===== config.mk =====
export PLATFORM = sky130hd
export DESIGN_NAME = membus_arbiter
export DESIGN_NICKNAME = d
export VERILOG_FILES = /design/src/rtl/membus_arbiter_pkg.sv /design/src/rtl/membus_arb_grant.sv /design/src/rtl/membus_arbiter.sv
export SDC_FILE = /design/constraint.sdc
export NUM_CORES = 1
export LEC_CHECK = 0
export ABC_AREA = 1
export CAP_MARGIN = 10
export CORE_MARGIN = 2
export CORE_UTILIZATION = 30
export CTS_CLUSTER_SIZE = 30
export DETAILED_ROUTE_END_ITERATION = 10
export PLACE_DENSITY = 0.77
export SYNTH_ARGS = -nofsm -noshare
export SYNTH_HDL_FRONTEND = slang
export SYNTH_SLANG_ARGS = --single-unit

===== constraint.sdc =====
create_clock -name clk -period 1.35 [get_ports clk]
set_clock_uncertainty 0.05 [all_clocks]
set_input_delay 0.2025 -clock clk [delete_from_list [all_inputs] [get_ports clk]]
set_output_delay 0.2025 -clock clk [all_outputs]
set_load 0.01 [all_outputs]

===== src/rtl/membus_arbiter_pkg.sv =====
// Shared types, default address window and check helpers for the memory bus arbiter.
package membus_arbiter_pkg;

   localparam int unsigned ADDR_W = 32;
   localparam int unsigned DATA_W = 32;
   localparam int unsigned MASK_W = 4;

   localparam logic [ADDR_W-1:0] DEF_MEM_BASE = 32'h0000_0000;
   localparam logic [ADDR_W-1:0] DEF_MEM_END  = 32'h0000_FFFF;

   typedef enum logic [1:0] {
      ST_IDLE  = 2'd0,
      ST_ISSUE = 2'd1,
      ST_WAIT  = 2'd2,
      ST_ERR   = 2'd3
   } MembusArbState;

   typedef enum logic {
      OWNER_I = 1'b0,
      OWNER_D = 1'b1
   } Owner;

   typedef struct packed {
      logic [ADDR_W-1:0] addr;
      logic              wen;
      logic [DATA_W-1:0] wdata;
      logic [MASK_W-1:0] wmask;
   } MemReq;

   // Inclusive window check: lo <= a <= hi.
   function automatic logic x_in_range(input logic [ADDR_W-1:0] a,
                                       input logic [ADDR_W-1:0] lo,
                                       input logic [ADDR_W-1:0] hi);
      return (a >= lo) && (a <= hi);
   endfunction

   function automatic logic ialigned(input logic [ADDR_W-1:0] a);
      return (a[1:0] == 2'b00);
   endfunction

endpackage


===== src/rtl/membus_arb_grant.sv =====
// Grant selection between fetch (I) and load/store (D) ports.
// MEMBUS_ARB_ROUND_ROBIN_EN selects round-robin with a last_grant flop; otherwise fixed D>I.
module membus_arb_grant
   import membus_arbiter_pkg::*;
(
`ifdef MEMBUS_ARB_ROUND_ROBIN_EN
   input  logic clk,
   input  logic reset,
   input  logic i_accept,
   input  Owner i_accept_owner,
`endif
   input  logic i_i_valid,
   input  logic i_d_valid,
   output logic o_grant_i,
   output logic o_grant_d
);

`ifdef MEMBUS_ARB_ROUND_ROBIN_EN
   Owner r_last_grant;

   // Every accept counts, including ones that end in an error response.
   always_ff @(posedge clk) begin
      if (reset) begin
         r_last_grant <= OWNER_D;
      end else if (i_accept) begin
         r_last_grant <= i_accept_owner;
      end
   end

   always_comb begin
      o_grant_i = 1'b0;
      o_grant_d = 1'b0;
      if (i_i_valid && i_d_valid) begin
         o_grant_i = (r_last_grant == OWNER_D);
         o_grant_d = (r_last_grant == OWNER_I);
      end else begin
         o_grant_i = i_i_valid;
         o_grant_d = i_d_valid;
      end
   end
`else
   assign o_grant_d = i_d_valid;
   assign o_grant_i = i_i_valid && !i_d_valid;
`endif

endmodule


===== src/rtl/membus_arbiter.sv =====
// Single-outstanding arbiter sharing main memory between fetch and load/store ports,
// with range/alignment fault checks. Optional round-robin via MEMBUS_ARB_ROUND_ROBIN_EN.
module membus_arbiter
   import membus_arbiter_pkg::*;
#(
   parameter logic [31:0] MEM_BASE = DEF_MEM_BASE,
   parameter logic [31:0] MEM_END  = DEF_MEM_END
) (
   input  logic        clk,
   input  logic        reset,

   input  logic        i_req_valid,
   output logic        i_req_ready,
   input  logic [31:0] i_req_addr,
   output logic        i_resp_valid,
   output logic [31:0] i_resp_rdata,
   output logic        i_resp_error,

   input  logic        d_req_valid,
   output logic        d_req_ready,
   input  logic [31:0] d_req_addr,
   input  logic        d_req_wen,
   input  logic [31:0] d_req_wdata,
   input  logic [3:0]  d_req_wmask,
   output logic        d_resp_valid,
   output logic [31:0] d_resp_rdata,
   output logic        d_resp_error,

   output logic        mem_req_valid,
   input  logic        mem_req_ready,
   output logic [31:0] mem_req_addr,
   output logic        mem_req_wen,
   output logic [31:0] mem_req_wdata,
   output logic [3:0]  mem_req_wmask,
   input  logic        mem_resp_valid,
   input  logic [31:0] mem_resp_rdata
);

   MembusArbState r_state;
   Owner          r_owner;
   MemReq         r_req;

   logic  w_grant_i;
   logic  w_grant_d;
   logic  w_accept;
   Owner  w_owner;
   MemReq w_req;
   logic  w_err;
   logic  w_resp_fire;
   logic  w_resp_err;
   logic  w_resp_data_ok;
   logic [31:0] w_resp_rdata;

   membus_arb_grant u_grant (
`ifdef MEMBUS_ARB_ROUND_ROBIN_EN
      .clk            (clk),
      .reset          (reset),
      .i_accept       (w_accept),
      .i_accept_owner (w_owner),
`endif
      .i_i_valid      (i_req_valid),
      .i_d_valid      (d_req_valid),
      .o_grant_i      (w_grant_i),
      .o_grant_d      (w_grant_d)
   );

   assign w_accept = (r_state == ST_IDLE) && (w_grant_i || w_grant_d);

   // Request as it would be latched; fetches are full-word reads.
   always_comb begin
      w_owner     = OWNER_D;
      w_req.addr  = d_req_addr;
      w_req.wen   = d_req_wen;
      w_req.wdata = d_req_wdata;
      w_req.wmask = d_req_wmask;
      if (w_grant_i) begin
         w_owner     = OWNER_I;
         w_req.addr  = i_req_addr;
         w_req.wen   = 1'b0;
         w_req.wdata = 32'h0;
         w_req.wmask = 4'hF;
      end
   end

   assign w_err = !x_in_range(w_req.addr, MEM_BASE, MEM_END) ||
                  (w_grant_i && !ialigned(w_req.addr));

   always_ff @(posedge clk) begin
      if (reset) begin
         r_state <= ST_IDLE;
         r_owner <= OWNER_D;
         r_req   <= '0;
      end else begin
         case (r_state)
            ST_IDLE: begin
               if (w_accept) begin
                  r_owner <= w_owner;
                  r_req   <= w_req;
                  r_state <= w_err ? ST_ERR : ST_ISSUE;
               end
            end
            ST_ISSUE: if (mem_req_ready)  r_state <= ST_WAIT;
            ST_WAIT:  if (mem_resp_valid) r_state <= ST_IDLE;
            ST_ERR:   r_state <= ST_IDLE;
            default:  r_state <= ST_IDLE;
         endcase
      end
   end

   assign i_req_ready = (r_state == ST_IDLE) && w_grant_i;
   assign d_req_ready = (r_state == ST_IDLE) && w_grant_d;

   // Memory data is forwarded only for a completing read; stores and faults return zero.
   assign w_resp_data_ok = (r_state == ST_WAIT) && mem_resp_valid;
   assign w_resp_err     = (r_state == ST_ERR);
   assign w_resp_fire    = w_resp_data_ok || w_resp_err;
   assign w_resp_rdata   = (w_resp_data_ok && !r_req.wen) ? mem_resp_rdata : 32'h0;

   assign i_resp_valid = w_resp_fire && (r_owner == OWNER_I);
   assign i_resp_error = w_resp_err  && (r_owner == OWNER_I);
   assign i_resp_rdata = (r_owner == OWNER_I) ? w_resp_rdata : 32'h0;

   assign d_resp_valid = w_resp_fire && (r_owner == OWNER_D);
   assign d_resp_error = w_resp_err  && (r_owner == OWNER_D);
   assign d_resp_rdata = (r_owner == OWNER_D) ? w_resp_rdata : 32'h0;

   assign mem_req_valid = (r_state == ST_ISSUE);
   assign mem_req_addr  = r_req.addr;
   assign mem_req_wen   = r_req.wen;
   assign mem_req_wdata = r_req.wdata;
   assign mem_req_wmask = r_req.wmask;

endmodule


==> flow_summary.json <==
{
  "status": "complete, but fails checks",
  "failed_checks": "negative setup slack",
  "worst_slew_pin_slew_ps": 545,
  "crit_path_cell_trace": "nor2_4 -> nand3_4 -> buf_8 -> nor3_1 -> buf_2",
  "io_buffers": 278,
  "critPathArrivalTime_ps": 1560,
  "synth_most_common_cell": "nand2_1",
  "avgSynthCellArea_um2": 6.90,
  "core-area_mm2": 0.0109,
  "hp-class": "input pin to flip-flop",
  "drv_slew": 0,
  "slowest_delay_ps": 330,
  "drtAntennaViolNets": 0,
  "design_area_mm2": 0.00839,
  "cp_num_buf_inv": 2,
  "grt_pass1_wl_um": 22800,
  "ff_latch_area_mm2": 0.00145,
  "grt_usage_pct": 24.5,
  "synth_flop_cell": "dfxtp_1",
  "setup_ws_ps": -459,
  "grt_pass1_vias": 4605,
  "synth-seq-cells": 72,
  "drive_above_1_share_pct": 44.3,
  "fin_tns_setup_ps": -43430,
  "ys_top_cells_by_count": "109 x nand2_1, 72 x dfxtp_1, 64 x nor3_1",
  "yosysTopAreaCell": "dfxtp_1",
  "synth_top_cell_area_share_pct": 42.6,
  "root_buffer": "clkbuf_16",
  "end_kind": "output port",
  "drtPass1Iterations": 4,
  "startpoint_type": "flip-flop",
  "numCtsBuffers": 9,
  "fmax_mhz": 553,
  "clk_latency_ps": 320,
  "power.leakage_nw": 3.93,
  "start_util_pct": 30.9,
  "crit_required_ps": 1100,
  "grt_max_degree": 65,
  "power_mw": 8.10,
  "ys_warn_count": 0,
  "path_max_fanout": 16,
  "h-tree-depth": 3,
  "via_count": 4986,
  "routed_wirelength_um": 18200,
  "viasPerCell": 5.06,
  "drt_iter0_markers": 263,
  "critPathKind": "flip-flop to output port",
  "ir_drop_mv": 0.617,
  "postCtsHoldBufs": 0,
  "ys_types": 23,
  "antenna_found_initial": 0,
  "fin_nets": 980,
  "setup_viol": 143,
  "post_drt_wl_per_cell_um": 18.5,
  "clk_pin_slew_ps": 60,
  "place_area_mm2": 0.00666,
  "rsz0062_at_grt": "true",
  "async_flop_share_pct": 0,
  "period_share_pct": 134,
  "slowest_stage": "dfxtp_2",
  "diodes": 0,
  "fin_crit_ps": 1810,
  "dieHeight_um": 110,
  "syn_nets": 629,
  "synth_area_mm2": 0.00338,
  "dieArea_mm2": 0.0121,
  "ys_top_cells_by_area": "dfxtp_1 43%, nand2_1 12%, nor3_1 9.5%",
  "syn_to_final_growth_pct": 148,
  "pre_cts_ws_ps": -730,
  "multiInputGateArea_mm2": 0.00257,
  "synth_edf_count": 0,
  "fillers": 762,
  "yosysSeqAreaShare_pct": 42.6,
  "place_hpwl_um": 11100,
  "cts_tree": "done",
  "routabilityCongestion": 0.849,
  "grt_overflow_total": 0,
  "max_slew_margin_pct": 63.6,
  "cts_sinks": 72,
  "cap_viol_max_count": 0,
  "final-hold-violation-count": 0,
  "path_delay_family": "simple AND/OR/NAND/NOR gates",
  "power_density_mw_per_mm2": 966,
  "die-width_um": 110,
  "clock_path_buffers": 2,
  "postSynthCellCount": 490,
  "rows": 38,
  "route.detailed.drc": 0,
  "ios": 279
}
layout by cell type, fill, tap and decap left out, types with 13 or more instances in the layout:
cell	netlist	final
clkdlybuf4s50_1	0	136
dlygate4sd2_1	0	70
dfxtp_1	72	68
nand2_1	109	66
buf_2	6	66
buf_4	5	47
inv_1	44	41
a21oi_2	0	39
o21ai_2	1	25
buf_6	1	24
nor3_4	0	22
nor3_2	0	22
nand2_4	1	22
nand2_2	0	22
nor3_1	64	20
buf_12	0	16
clkbuf_16	0	15
o22ai_1	14	14
a21oi_1	53	13
registers in the layout, indices dropped and copies added (netlist names):
register       count
r_owner            1
r_state            2
mem_req_wmask      4
mem_req_addr      32
mem_req_wdata     32
mem_req_wen        1
metrics by stage:
| step | util, % | hold WS, ps | cells |
|---|---|---|---|
| 6_report | 76.7 | 393 | 986 |
| 5_1_grt | 76.7 | 395 | 986 |
| 4_1_cts | 66.7 | 369 | 967 |
| 3_5_place_dp | 60.9 | 406 | 924 |
| 3_3_place_gp | 60.9 | 401 | 924 |
| 2_1_floorplan | - | 295 | 490 |
routing by layer:
metal | vias up | part of all wire (%) | GRT usage (%)
met5 | - | 0 | 0
met4 | 0 | 3.9 | 11.4
met3 | 51 | 6.6 | 4.94
met2 | 213 | 54 | 46.3
met1 | 2365 | 36 | 25.9
li1 | 2357 | - | -
kinds of logic (layout without fill, tap and decap cells):
logic type	after synthesis	in the layout	synth area share, %
AO/OA/AOI/OAI	125	125	20.5
buffers and inverters	87	443	10.7
flip-flops	72	72	42.6
AND/OR/NAND/NOR	206	206	26.2
final cells by class:
cell class / instances / area share, %
Timing Repair inverter: 1 / 0.104
Sequential cell: 72 / 17.3
Clock buffer: 13 / 3.10
Clock inverter: 3 / 0.477
Timing Repair Buffer: 379 / 43.9
Multi-Input combinational cell: 331 / 30.7
Inverter: 47 / 2.36
Tap cell: 140 / 2.09
final timing paths:
| path | cells after the start | slack, ps | end | start |
|---|---|---|---|---|
| max | 5 | -460 | d_resp_rdata[12] | mem_req_wen$_SDFFE_PP0P_ |
| max reg2reg | 10 | -350 | mem_req_wdata[13]$_SDFFE_PP0P_ | r_state[0]$_SDFFE_PP0P_ |
| min | 3 | 390 | mem_req_wdata[6]$_SDFFE_PP0P_ | d_req_wdata[6] |
| min reg2reg | 2 | 410 | mem_req_wdata[21]$_SDFFE_PP0P_ | mem_req_wdata[21]$_SDFFE_PP0P_ |
power by group:
group / internal, mW / switching (mW)
registers: 2.35 / 0.152
clock network: 1.53 / 0.875
logic: 1.66 / 1.54
total: 5.54 / 2.57
worst register-to-register path, delay by kind of cell, from the launching register on:
family	cells	cell delay, ps
buffers and inverters	6	730
and+or+nand+nor	3	350
DFF	1	350
AOI/OAI and AO/OA	1	160
repair_timing:
| action | in CTS | in global routing |
|---|---|---|
| gates resized for setup | 424 | 276 |
| pin swaps | 12 | 32 |
| buffers inserted | 17 | 13 |
| endpoints found under the setup margin | 212 | 143 |
| cloned | 10 | 10 |
No activity file was read; power rests on OpenSTA's default activity.
